==> src/rtl/snoop_controller.sv <==
// Bus-side MSI snoop controller: direct-mapped tag/state table, snoop
// downgrade/invalidate, write-back/abort handshake and local table writes.
module snoop_controller #(
    parameter int ADDR_W = 8,
    parameter int IDX_W  = 2
) (
    input  logic                      clock,
    input  logic                      reset,
    input  logic                      bus_valid,
    output logic                      bus_ready,
    input  logic [1:0]                bus_msg,
    input  logic [ADDR_W-1:0]         bus_addr,
    input  logic                      loc_we,
    input  logic [IDX_W-1:0]          loc_index,
    input  logic [ADDR_W-IDX_W-1:0]   loc_tag,
    input  logic [1:0]                loc_state,
    output logic                      loc_conflict,
    input  logic [IDX_W-1:0]          rd_index,
    output logic [ADDR_W-IDX_W-1:0]   rd_tag,
    output logic [1:0]                rd_state,
    output logic                      snoop_hit,
    output logic                      abort_mem,
    output logic                      wb_req,
    output logic [ADDR_W-1:0]         wb_addr,
    input  logic                      wb_ack,
    output logic                      proto_err
);
    localparam int TAG_W     = ADDR_W - IDX_W;
    localparam int NUM_LINES = 2 ** IDX_W;

    localparam logic [1:0] MSG_NONE = 2'b00;
    localparam logic [1:0] MSG_RD   = 2'b01;
    localparam logic [1:0] MSG_INV  = 2'b10;
    localparam logic [1:0] MSG_WR   = 2'b11;

    typedef enum logic [1:0] {LINE_I = 2'b00, LINE_E = 2'b01, LINE_S = 2'b10} line_t;
    typedef enum logic {IDLE, WB} state_t;

    logic [TAG_W-1:0]  tag_q [NUM_LINES];
    line_t             st_q  [NUM_LINES];
    state_t            state_q, state_d;
    logic [ADDR_W-1:0] wb_addr_q;
    logic              pend_rd_q;
    logic              snoop_hit_p1, abort_p1, conflict_p1, proto_err_q;

    logic [IDX_W-1:0]  s_idx, wb_idx;
    logic [TAG_W-1:0]  s_tag;
    logic              accept, snoop, hit, hit_e, go_wb, ack, loc_block;
    line_t             loc_st;

    assign s_idx  = bus_addr[IDX_W-1:0];
    assign s_tag  = bus_addr[ADDR_W-1:IDX_W];
    assign wb_idx = wb_addr_q[IDX_W-1:0];

    // A no-op message is accepted but never counts as a snoop of a line.
    assign accept = bus_valid && bus_ready;
    assign snoop  = accept && (bus_msg != MSG_NONE);
    assign hit    = snoop && (st_q[s_idx] != LINE_I) && (tag_q[s_idx] == s_tag);
    assign hit_e  = hit && (st_q[s_idx] == LINE_E);
    assign go_wb  = hit_e && ((bus_msg == MSG_RD) || (bus_msg == MSG_WR));
    assign ack    = (state_q == WB) && wb_ack;

    // Snoop traffic owns its index this edge, and the pending WB line is
    // owned by the write-back until it completes.
    assign loc_block = (snoop && (loc_index == s_idx)) ||
                       ((state_q == WB) && (loc_index == wb_idx));
    assign loc_st    = (loc_state == 2'b01) ? LINE_E :
                       (loc_state == 2'b10) ? LINE_S : LINE_I;

    assign bus_ready    = (state_q == IDLE);
    assign wb_req       = (state_q == WB);
    assign wb_addr      = wb_addr_q;
    assign snoop_hit    = snoop_hit_p1;
    assign abort_mem    = abort_p1;
    assign loc_conflict = conflict_p1;
    assign proto_err    = proto_err_q;
    assign rd_tag       = tag_q[rd_index];
    assign rd_state     = st_q[rd_index];

    // Table update: local write, snoop downgrade/invalidate, WB completion.
    always_ff @(posedge clock) begin
        if (reset) begin
            for (int i = 0; i < NUM_LINES; i++) begin
                tag_q[i] <= '0;
                st_q[i]  <= LINE_I;
            end
        end else begin
            if (loc_we && !loc_block) begin
                tag_q[loc_index] <= loc_tag;
                st_q[loc_index]  <= loc_st;
            end
            if (hit && (bus_msg != MSG_RD) && !go_wb) begin
                st_q[s_idx] <= LINE_I;
            end
            if (ack) begin
                st_q[wb_idx] <= pend_rd_q ? LINE_S : LINE_I;
            end
        end
    end

    // FSM state register.
    always_ff @(posedge clock) begin
        if (reset) state_q <= IDLE;
        else       state_q <= state_d;
    end

    // FSM next state: an Exclusive hit on a miss parks in WB until acked.
    always_comb begin
        state_d = state_q;
        case (state_q)
            IDLE:    if (go_wb) state_d = WB;
            WB:      if (ack)   state_d = IDLE;
            default: state_d = IDLE;
        endcase
    end

    // Registered pulses, sticky error and write-back bookkeeping.
    always_ff @(posedge clock) begin
        if (reset) begin
            snoop_hit_p1 <= 1'b0;
            abort_p1     <= 1'b0;
            conflict_p1  <= 1'b0;
            proto_err_q  <= 1'b0;
            wb_addr_q    <= '0;
            pend_rd_q    <= 1'b0;
        end else begin
            snoop_hit_p1 <= hit;
            abort_p1     <= go_wb;
            conflict_p1  <= loc_we && loc_block;
            proto_err_q  <= proto_err_q || (hit_e && (bus_msg == MSG_INV));
            if (go_wb) begin
                wb_addr_q <= bus_addr;
                pend_rd_q <= (bus_msg == MSG_RD);
            end
        end
    end
endmodule

==> config.mk <==
export PLATFORM = sky130hd
export DESIGN_NAME = snoop_controller
export DESIGN_NICKNAME = d
export VERILOG_FILES = /design/src/rtl/snoop_controller.sv
export SDC_FILE = /design/constraint.sdc
export NUM_CORES = 1
export LEC_CHECK = 0
export CAP_MARGIN = 20
export CORE_MARGIN = 5
export CORE_UTILIZATION = 52
export DETAILED_ROUTE_END_ITERATION = 16
export PLACE_DENSITY = 0.78
export REMOVE_ABC_BUFFERS = 1
export SLEW_MARGIN = 20
export SYNTH_ARGS = -nofsm -noshare
export SYNTH_HDL_FRONTEND = slang
export SYNTH_SLANG_ARGS = --single-unit
==> constraint.sdc <==
create_clock -name clock -period 3.3 [get_ports clock]
set_clock_uncertainty 0.05 [all_clocks]
set_input_delay 0.33 -clock clock [delete_from_list [all_inputs] [get_ports clock]]
set_output_delay 0.33 -clock clock [all_outputs]
set_load 0.02 [all_outputs]
* After elaboration in Yosys (flattened, before gate mapping)
Memory sizes are Yosys's and may differ from the RTL's.
Cells that the tools add are included.
** Storage, ports and cells
- Output and inout port bits :: 22
- Flip-flop bits (word level) :: 14
- Input bits :: 27
- Word-level logic and storage cells :: 74
- Memories kept :: 2
- RAM bits :: 32
** Cells by class
- Equality and inequality tests :: 10
- Reductions and logical operators :: 25
- Bitwise logic cells :: 1
- Multiplexer cells :: 29
** Memory list
- tag_q :: words 4, width 6, rd ports 2, clocked after Yosys merged registers in 0, wr ports 4, line 39 : logic [TAG_W-1:0] tag_q [NUM_LINES];
- st_q :: words 4, width 2, rd ports 2, clocked after Yosys merged registers in 0, wr ports 4, line 40 : line_t st_q [NUM_LINES];
** Operator list (count)
- two-way mux 2 bit :: 10
- two-way mux 1 bit :: 17
- logical AND 1 bit :: 14
- == test 2 x 1 -> 1 bit (second input constant) :: 3
- == test 2 bit (second input constant) :: 3
- == test 6 bit :: 1
- two-way mux 6 bit :: 1
- OR reduction 2 bit :: 3
- OR reduction 6 bit :: 1
- == test 2 bit :: 2
- nonzero test 2 bit :: 2
- logical OR 1 bit :: 3
- zero test 1 bit :: 2
- inequality test 2 x 1 -> 1 bit (second input constant) :: 1
- case mux 1 bit (2 select lines) :: 1
- inverter 1 bit :: 1

* Logic depth before layout (Yosys ltp)
- Depth after elaboration :: 15
- Mapped depth :: 9
- Depth with buffers taken out :: 6

* Worst setup path after synthesis
No wires, ideal clock.
- Kind :: flip-flop to flip-flop
- Start point :: register state_q, in the netlist wb_req
- End point :: memory st_q[1][1] (netlist bit), enable pin
- Path buffers :: 1
- Data required time :: 2.993 ns
- Setup time :: 0.257 ns
- Cell stages (with the launch flop) :: 8
- Period minus slack after synthesis :: 2.607 ns
- Setup slack :: 0.693 ns
- Arrival :: 2.300 ns
- Path through :: dfxtp_1 > inv_1 > o211ai_1 > o311a_1 > and3b_1 > clkbuf_1 > or2_2 > or3b_2
** RTL lines
- start, declared :: line 41 : state_t state_q, state_d;
- start signal, assigned :: line 104 : else state_q <= state_d;
- end, declared :: line 40

==> impl_metrics.env <==
export IMPL_status="completed"
export IMPL_crit_arrival_ns=2.89
export IMPL_fin_setup_tns_ns=0
export IMPL_antenna_found_initial=0
export IMPL_synth_area_mm2=0.00266
export IMPL_htreeDepth=2
export IMPL_total_leakage_power_nw=1.25
export IMPL_cts_tree="done"
export IMPL_r2r_end="st_q[1][1]$_DFFE_PP_"
export IMPL_rows=26
export IMPL_min_from="proto_err$_SDFF_PP0_"
export IMPL_worstHoldPathType="reg -> reg"
export IMPL_numCtsBuffers=5
export IMPL_clockPowerShare=0.379
export IMPL_grt_max_degree=21
export IMPL_power_share_sequential=0.469
export IMPL_gp_congestion=0.958
export IMPL_reg2reg_slack_ns=0.87
export IMPL_cts_setup_buffers=0
export IMPL_die_w_um=81.6
export IMPL_finalWorstSetupSlack_ns=0.410
export IMPL_fmax_ghz=0.346
export IMPL_drt_pass1_iter_count=4
export IMPL_yosys_area_top_type_share=0.316
export IMPL_end_kind="flop"
export IMPL_clock_path_buffers=2
export IMPL_cap_violations=0
export IMPL_synth_seq_cells=46
export IMPL_grt_usage=0.220
export IMPL_synth_edff_count=28
export IMPL_cts_sinks=46
export IMPL_crit_end="st_q[1][1]$_DFFE_PP_"
export IMPL_wl_per_cell_um=19.3
export IMPL_vias_per_cell=5.94
export IMPL_drive_above_1_share=0.184
export IMPL_async_flop_share=0
export IMPL_synth_distinct_cells=47
export IMPL_netlist_top_cells_area="edfxtp_1, dfxtp_1, mux4_2, and2_1, mux4_1"
export IMPL_p_per_area_mw_per_mm2=400
export IMPL_p_comb_frac=0.152
export IMPL_netlist_instances=228
export IMPL_r2r_worst_path_cells=6
export IMPL_startpoint="bus_addr[0]"
export IMPL_ant_nets=0
export IMPL_cts_resized=0
export IMPL_drt_wl_total_mm=6.82
export IMPL_crit_fanout=11
export IMPL_syn_mean_instance_area_um2=11.7
export IMPL_switching_power_uw=304
export IMPL_yosys_warnings=0
export IMPL_design_portCount=49
export IMPL_dp_slack_ns=0.137
export IMPL_final_cell_mix="clkdlybuf4s50_1, edfxtp_1, and2_1"
export IMPL_hold_ws_ns=0.429
export IMPL_die_area_mm2=0.00665
export IMPL_dp_hpwl_mm=5.14
export IMPL_crit_required_ns=3.30
export IMPL_ys_flop_type="edfxtp_1"
export IMPL_p_sw_frac=0.224
export IMPL_post_route_min_period_ns=2.89
export IMPL_port_buffers=48
export IMPL_final_common_cell="clkdlybuf4s50_1"
export IMPL_utilization=0.673
export IMPL_die_h_um=81.6
export IMPL_finalNonFillerCells=353
export IMPL_layout_nets=309
export IMPL_netlist_top_cell_by_area="edfxtp_1"
export IMPL_hold_violations=0
export IMPL_area_delta_synth_final_pct=27.5
export IMPL_crit_type="in -> reg"
export IMPL_via_count=2097
export IMPL_drv_slew=0
export IMPL_coreArea_mm2=0.00504
export IMPL_clk_latency_ns=0.29
export IMPL_grt_pass1_wl_mm=10.7
export IMPL_drc_errors=0
export IMPL_start_util=0.528
export IMPL_cp_start_kind="input pin"
export IMPL_ctsHoldBuffers=0
export IMPL_max_vdd_ir_drop_mv=0.289
export IMPL_worst_slew_pin_slew_ns=0.725
export IMPL_gr_total_overflow=0
export IMPL_antenna_cells=0
export IMPL_regToRegStartpoint="wb_req$_SDFF_PP0_"
export IMPL_cts_root_buf="clkbuf_8"
export IMPL_p_int_mw=1.05
export IMPL_dp_cells=345
export IMPL_drtIter0Drc=226
export IMPL_rsz0062_at_grt="no"
export IMPL_max_slew_margin=0.515
export IMPL_fin_crit_sh=0.876
export IMPL_setup_violations=0
export IMPL_yosysSeqAreaShare=0.451
export IMPL_grt_pass1_vias=2055
export IMPL_path_clk_slew_ns=0.08
==> sequential cells by signal, indices dropped and copies added, names as in the netlist <==
register      count
loc_conflict      1
wb_req            1
st_q              8
abort_mem         1
tag_q            24
snoop_hit         1
wb_addr           8
pend_rd_q         1
proto_err         1
==> through the flow <==
stage               total power, mW  cell area, um^2
floorplan                     0.741             2580
global placement              0.850             3250
detailed placement            0.854             3250
CTS                            1.36             3390
global route                   1.41             3390
finish                         1.36             3390
==> Yosys cell counts (all sizes together), types with 4 or more instances <==
cell type / number
nand4: 4
buf: 5
nor2b: 8
inv: 8
xnor2: 6
and2: 26
nand2: 5
nor2: 8
dfxtp: 18
clkbuf: 10
nor3: 5
a21oi: 9
a311oi: 4
mux4: 14
xor2: 4
mux2i: 8
or2: 4
a21bo: 7
nand3: 14
edfxtp: 28
nor3b: 4
==> metal layers <==
metal,part of all wire,track usage,wire [um],up-vias
met3,0.079,0.0461,539,19
met2,0.49,0.369,3350,102
met5,0,0,0,-
met4,0.022,0.0557,148,0
li1,-,-,-,964
met1,0.41,0.291,2780,1012
==> worst max-delay path, cell delays in order <==
cell,delay [ns]
clkdlybuf4s50_1,0.64
buf_4,0.26
mux4_1,0.58
nor2b_1,0.23
o32ai_1,0.24
nand4_1,0.16
or3b_2,0.45
==> area by class of cell <==
type | instances | area [um^2]
Clock inverter | 2 | 60.1
Timing Repair Buffer | 62 | 586
Fill cell | 401 | 1650
Multi-Input combinational cell | 159 | 1350
Clock buffer | 6 | 82.6
Inverter | 8 | 30.0
Tap cell | 70 | 87.6
Sequential cell | 46 | 1200
==> how the worst min path moves through the flow <==
stage               cells after the start  slack, ns                 endpoint
finish                                  2       0.43     proto_err$_SDFF_PP0_
global route                            2       0.44     proto_err$_SDFF_PP0_
CTS                                     2       0.43     proto_err$_SDFF_PP0_
detailed placement                      2       0.41     proto_err$_SDFF_PP0_
global placement                        2       0.40     proto_err$_SDFF_PP0_
floorplan                               1       0.34  wb_addr[3]$_SDFFE_PP0P_
==> logic make-up (layout without fill, tap and decap cells) <==
group           after synthesis  count (layout)  share of synthesized area
buf+inv                      23              78                     0.0428
compound gates               35              35                      0.104
simple gates                 90              90                      0.205
mux                          24              24                      0.164
xor+xnor                     10              10                     0.0329
flops                        46              46                      0.451
==> power by group through the flow <==
| stage | sequential [mW] | combinational, mW | clock [mW] |
|---|---|---|---|
| final | 0.636 | 0.206 | 0.515 |
| after global routing | 0.638 | 0.220 | 0.550 |
| after CTS | 0.636 | 0.206 | 0.517 |
| after detailed placement | 0.649 | 0.205 | 0 |
| after global placement | 0.649 | 0.201 | 0 |
| after floorplan | 0.646 | 0.0955 | 0 |
No activity file was read; power rests on OpenSTA's default activity.
==> edit 1: new RTL, same flow settings <==
The parameter `ADDR_W` goes from 8 to 9.
--- a/src/rtl/snoop_controller.sv
+++ b/src/rtl/snoop_controller.sv
@@ -1,7 +1,7 @@
 // Bus-side MSI snoop controller: direct-mapped tag/state table, snoop
 // downgrade/invalidate, write-back/abort handshake and local table writes.
 module snoop_controller #(
-    parameter int ADDR_W = 8,
+    parameter int ADDR_W = 9,
     parameter int IDX_W  = 2
 ) (
     input  logic                      clock,
Ports: changed (resized bus_addr, loc_tag, rd_tag and wb_addr); port bits go from 49 to 53. The function was not compared with the original's and may differ.
==> edit 1 against the unedited design <==
Combinational power grew 21%; final area grew 5.3%; critical path depth grew 1; area after synthesis grew 6.2%; worst setup slack gained 0.031 ns; via count grew 0.29%; sequential cell count grew 5; register-to-register slack lost 0.10 ns; non-clock buffer count is the same; routed wire length shrank 0.37%; total power grew 4.4%; clock power shrank 15%; critical path type unchanged; critical endpoint is now st_q[3][1].
==> edit 1: results (changes against the unedited design) <==
status: finished clean
Yosys cell types: 48 (+2.1%)
Register-to-Register Path Depth: 6 (unchanged)
global-route wire length before repair: 10900 um (+1.6%)
clock slew at reported path FFs: 0.09 ns
RR Startpoint: tag_q[1][6]
slew margin rel.: 60.7% (+9.2 points)
Leak: 1.30 nW (+4.2%)
n_diodes: 0 (unchanged)
top cells by area, synth: edfxtp_1 (34%), dfxtp_1 (13%), mux4_2 (10%)
most instantiated cells after synthesis: edfxtp_1 (32), and2_1 (24), dfxtp_1 (19)
first drt pass iteration count: 4 (unchanged)
CTS buffer count: 5 (unchanged)
WP data arrival: 2.81 ns (-0.08 ns)
crit-path max cell delay: 0.58 ns (-0.06 ns)
CTS resizes: 0 (unchanged)
antenna violations before repair: 0 (unchanged)
pre-CTS WS: 0.132 ns (-0.00522 ns)
synthesized area per cell: 12.3 um^2 (+5.7%)
Async S/R FF share, synth: 0% (unchanged)
Max VDD drop: 296 uV (+2.6%)
worst setup path start: bus_addr[0]
vias per cell: 5.87 (-1.1%)
WL final: 6800 um (-0.37%)
pin count of the biggest net entering global routing: 23 (+9.5%)
total track usage: 19.9% (-2.2 points)
Critical R2R Capture: st_q[3][1]
worst hold-check path type: register to register
Port Buffers: 52 (+8.3%)
internal power: 1.07 mW (+1.3%)
DP HPWL: 4960 um (-3.4%)
Worst Setup End Kind: register
CTS Buffer Depth: 2 (unchanged)
Post-CTS Setup Bufs: 0 (unchanged)
EDFF count, synth: 32 (+14%)
Worst-Skew Late Latency: 0.30 ns
Critical Path Fanout Max: 13 (+2)
Top reg by flops: tag_q
slowest cell on the critical path: mux4_1
CTS root buf: clkbuf_8
post-synthesis sequential area ratio: 47.5% (+2.3 points)
nature of the critical path startpoint: input pin
drt first-iter violations: 205 (-9.3%)
final worst-path setup slack: 0.441 ns (+0.0307 ns)
Post-DP Area: 3460 um^2 (+6.5%)
R2R setup slack: 0.77 ns (-0.10 ns)
YS warnings: 0 (unchanged)
share of cells above drive strength 1: 15.3% (-3.1 points)
Inst Count DP: 350 (+1.4%)
number of global-route vias before repair: 2067 (+0.58%)
max FFs per register: 28 (+17%)
GP Congestion: 0.884 (-7.7%)
H-tree levels: 2 (unchanged)
net total in the final layout: 316 (+2.3%)
Avg WL per Cell: 19.0 um (-1.8%)
-- edit 1: cell count changes after synthesis, sizes merged, moves of 7 or more --
cell,unedited run,this run
a21bo,7,0
and3,1,8
nor2,8,19
a21oi,9,2
mux2i,8,16
nand3,14,4
-- edit 1: how the worst min path moves through the flow --
stage,startpoint,endpoint,cells past startpoint,slack [ns]
2_1_floorplan,reset,pend_rd_q,1,0.34
3_3_place_gp,wb_addr[2],wb_addr[2],2,0.42
3_5_place_dp,proto_err,proto_err,2,0.41
4_1_cts,proto_err,proto_err,2,0.44
5_1_grt,wb_addr[5],wb_addr[5],2,0.48
6_report,wb_addr[3],wb_addr[3],2,0.45
-- edit 1: kinds of logic after synthesis --
group | count (synthesis) | synth area share, %
AOI/OAI and AO/OA | 26 | 7.48
xor gates and xnor gates | 10 | 3.36
buffers and inverters | 22 | 3.54
DFF | 51 | 47.5
muxes | 35 | 20.5
and+or+nand+nor | 85 | 17.6
-- edit 1: layout make-up --
cell class                 instances  area [um^2]
clock buffer                       5         68.8
sequential                        51         1340
fill                             408         1630
clock inverter                     3         43.8
tap                               70         87.6
inverter                          11         41.3
multi-input combinational        156         1390
timing repair buffer              62          608
-- edit 1: power groups by stage --
stage | combinational, mW | sequential (mW) | clock, mW
after floorplan | 0.132 | 0.733 | 0
after global placement | 0.246 | 0.739 | 0
after detailed placement | 0.249 | 0.742 | 0
after CTS | 0.251 | 0.727 | 0.442
after global routing | 0.268 | 0.731 | 0.466
final | 0.250 | 0.728 | 0.439
-- edit 1: metal layers --
metal	share of wire (%)	global-route usage (%)	wire, um	vias to the layer above
li1	-	-	-	977
met1	43	27.3	2910	1003
met2	45	31.5	3080	112
met3	10	4.64	677	11
met4	1.9	5.70	129	0
met5	0	0	0	-
==> edit 2: new RTL, config.mk and constraints unchanged <==
Without the edit above. Register the output `proto_err` once more, cleared by the reset; this adds one clock of latency there. The other outputs are not delayed to match.
--- a/src/rtl/snoop_controller.sv
+++ b/src/rtl/snoop_controller.sv
@@ -73,7 +73,13 @@
     assign snoop_hit    = snoop_hit_p1;
     assign abort_mem    = abort_p1;
     assign loc_conflict = conflict_p1;
-    assign proto_err    = proto_err_q;
+    always_ff @(posedge clock) begin
+        if (reset) begin
+            proto_err <= '0;
+        end else begin
+            proto_err <= proto_err_q;
+        end
+    end
     assign rd_tag       = tag_q[rd_index];
     assign rd_state     = st_q[rd_index];
 
Formal check against the unedited RTL: not equivalent (a bounded check fails within 4 cycles, from zero or initial values and one cycle with reset high).
==> edit 2 against the unedited design <==
Final area about the same; largest cell class unchanged; total power down 2.9%; worst setup slack worse by 0.074 ns; area after synthesis up 1.3%; sequential cell count up 1; sequential share of layout area up 0.58 points; routed wire length down 6.8%; largest power group unchanged; non-clock buffer count down 3.
==> edit 2: results (changes against the unedited design) <==
routed via count: 2045 (-2.5%)
Worst-Skew Late Latency: 0.31 ns (+0.02 ns)
RR Startpoint: tag_q[2][2]
post-synthesis sequential area ratio: 45.3% (+0.18 points)
status: finished clean
share of cells above drive strength 1: 16.4% (-2.0 points)
drt first-iter violations: 106 (-53%)
synthesized area per cell: 11.8 um^2 (+1.3%)
Max VDD drop: 206 uV (-29%)
first drt pass iteration count: 5 (+1)
hold path depth: 1 (-1)
Yosys cell types: 45 (-4.3%)
Critical R2R Capture: st_q[3][1]
# fillers: 399 (-0.50%)
post-route cell area: 3400 um^2 (about the same)
R2R setup slack: 0.56 ns (-0.31 ns)
Clock buffer cells: 5 (-1)
global-route wire length before repair: 10400 um (-3.4%)
Leak: 1.26 nW (+1.5%)
non-clk buf share: 16.6% (-0.67 points)
Final Hold Slack: 0.422 ns (-0.00717 ns)
most instantiated cells after synthesis: edfxtp_1 (28), nand2b_1 (22), dfxtp_1 (19)
Post-DP Area: 3280 um^2 (+0.85%)
Setup crit end: st_q[3][1]
pin count of the biggest net entering global routing: 37 (+76%)
top cells by area, synth: edfxtp_1 (31%), dfxtp_1 (14%), mux4_2 (13%)
vias per cell: 5.83 (-1.9%)
edit 2: metal layers:
metal / global-route usage (%) / routed length, um / up-vias
met2: 32.8 / 3050 / 95
met4: 5.48 / 58 / 0
met3: 4.06 / 546 / 8
met5: 0 / 0 / -
li1: - / - / 956
met1: 28.8 / 2700 / 986
edit 2: power by group:
group          internal [mW]  switching, mW
Combinational          0.111          0.102
Sequential             0.644         0.0141
Clock                  0.230          0.217
Total                  0.985          0.333
edit 2: logic make-up (layout without fill, tap and decap cells):
kind of cell / count (synthesis) / after routing / share of synthesized area [%]
xor gates and xnor gates: 9 / 9 / 2.92
muxes: 31 / 31 / 19.0
AOI/OAI and AO/OA: 19 / 19 / 5.85
and+or+nand+nor: 101 / 101 / 23.4
buffers and inverters: 21 / 74 / 3.48
DFF: 47 / 47 / 45.3
edit 2: worst max-delay path, stage by stage:
cell and delay (ns):
clkdlybuf4s50_1 0.59, mux4_2 0.54, xor2_1 0.17, or4_4 0.57, or4_4 0.50, o211ai_1 0.22
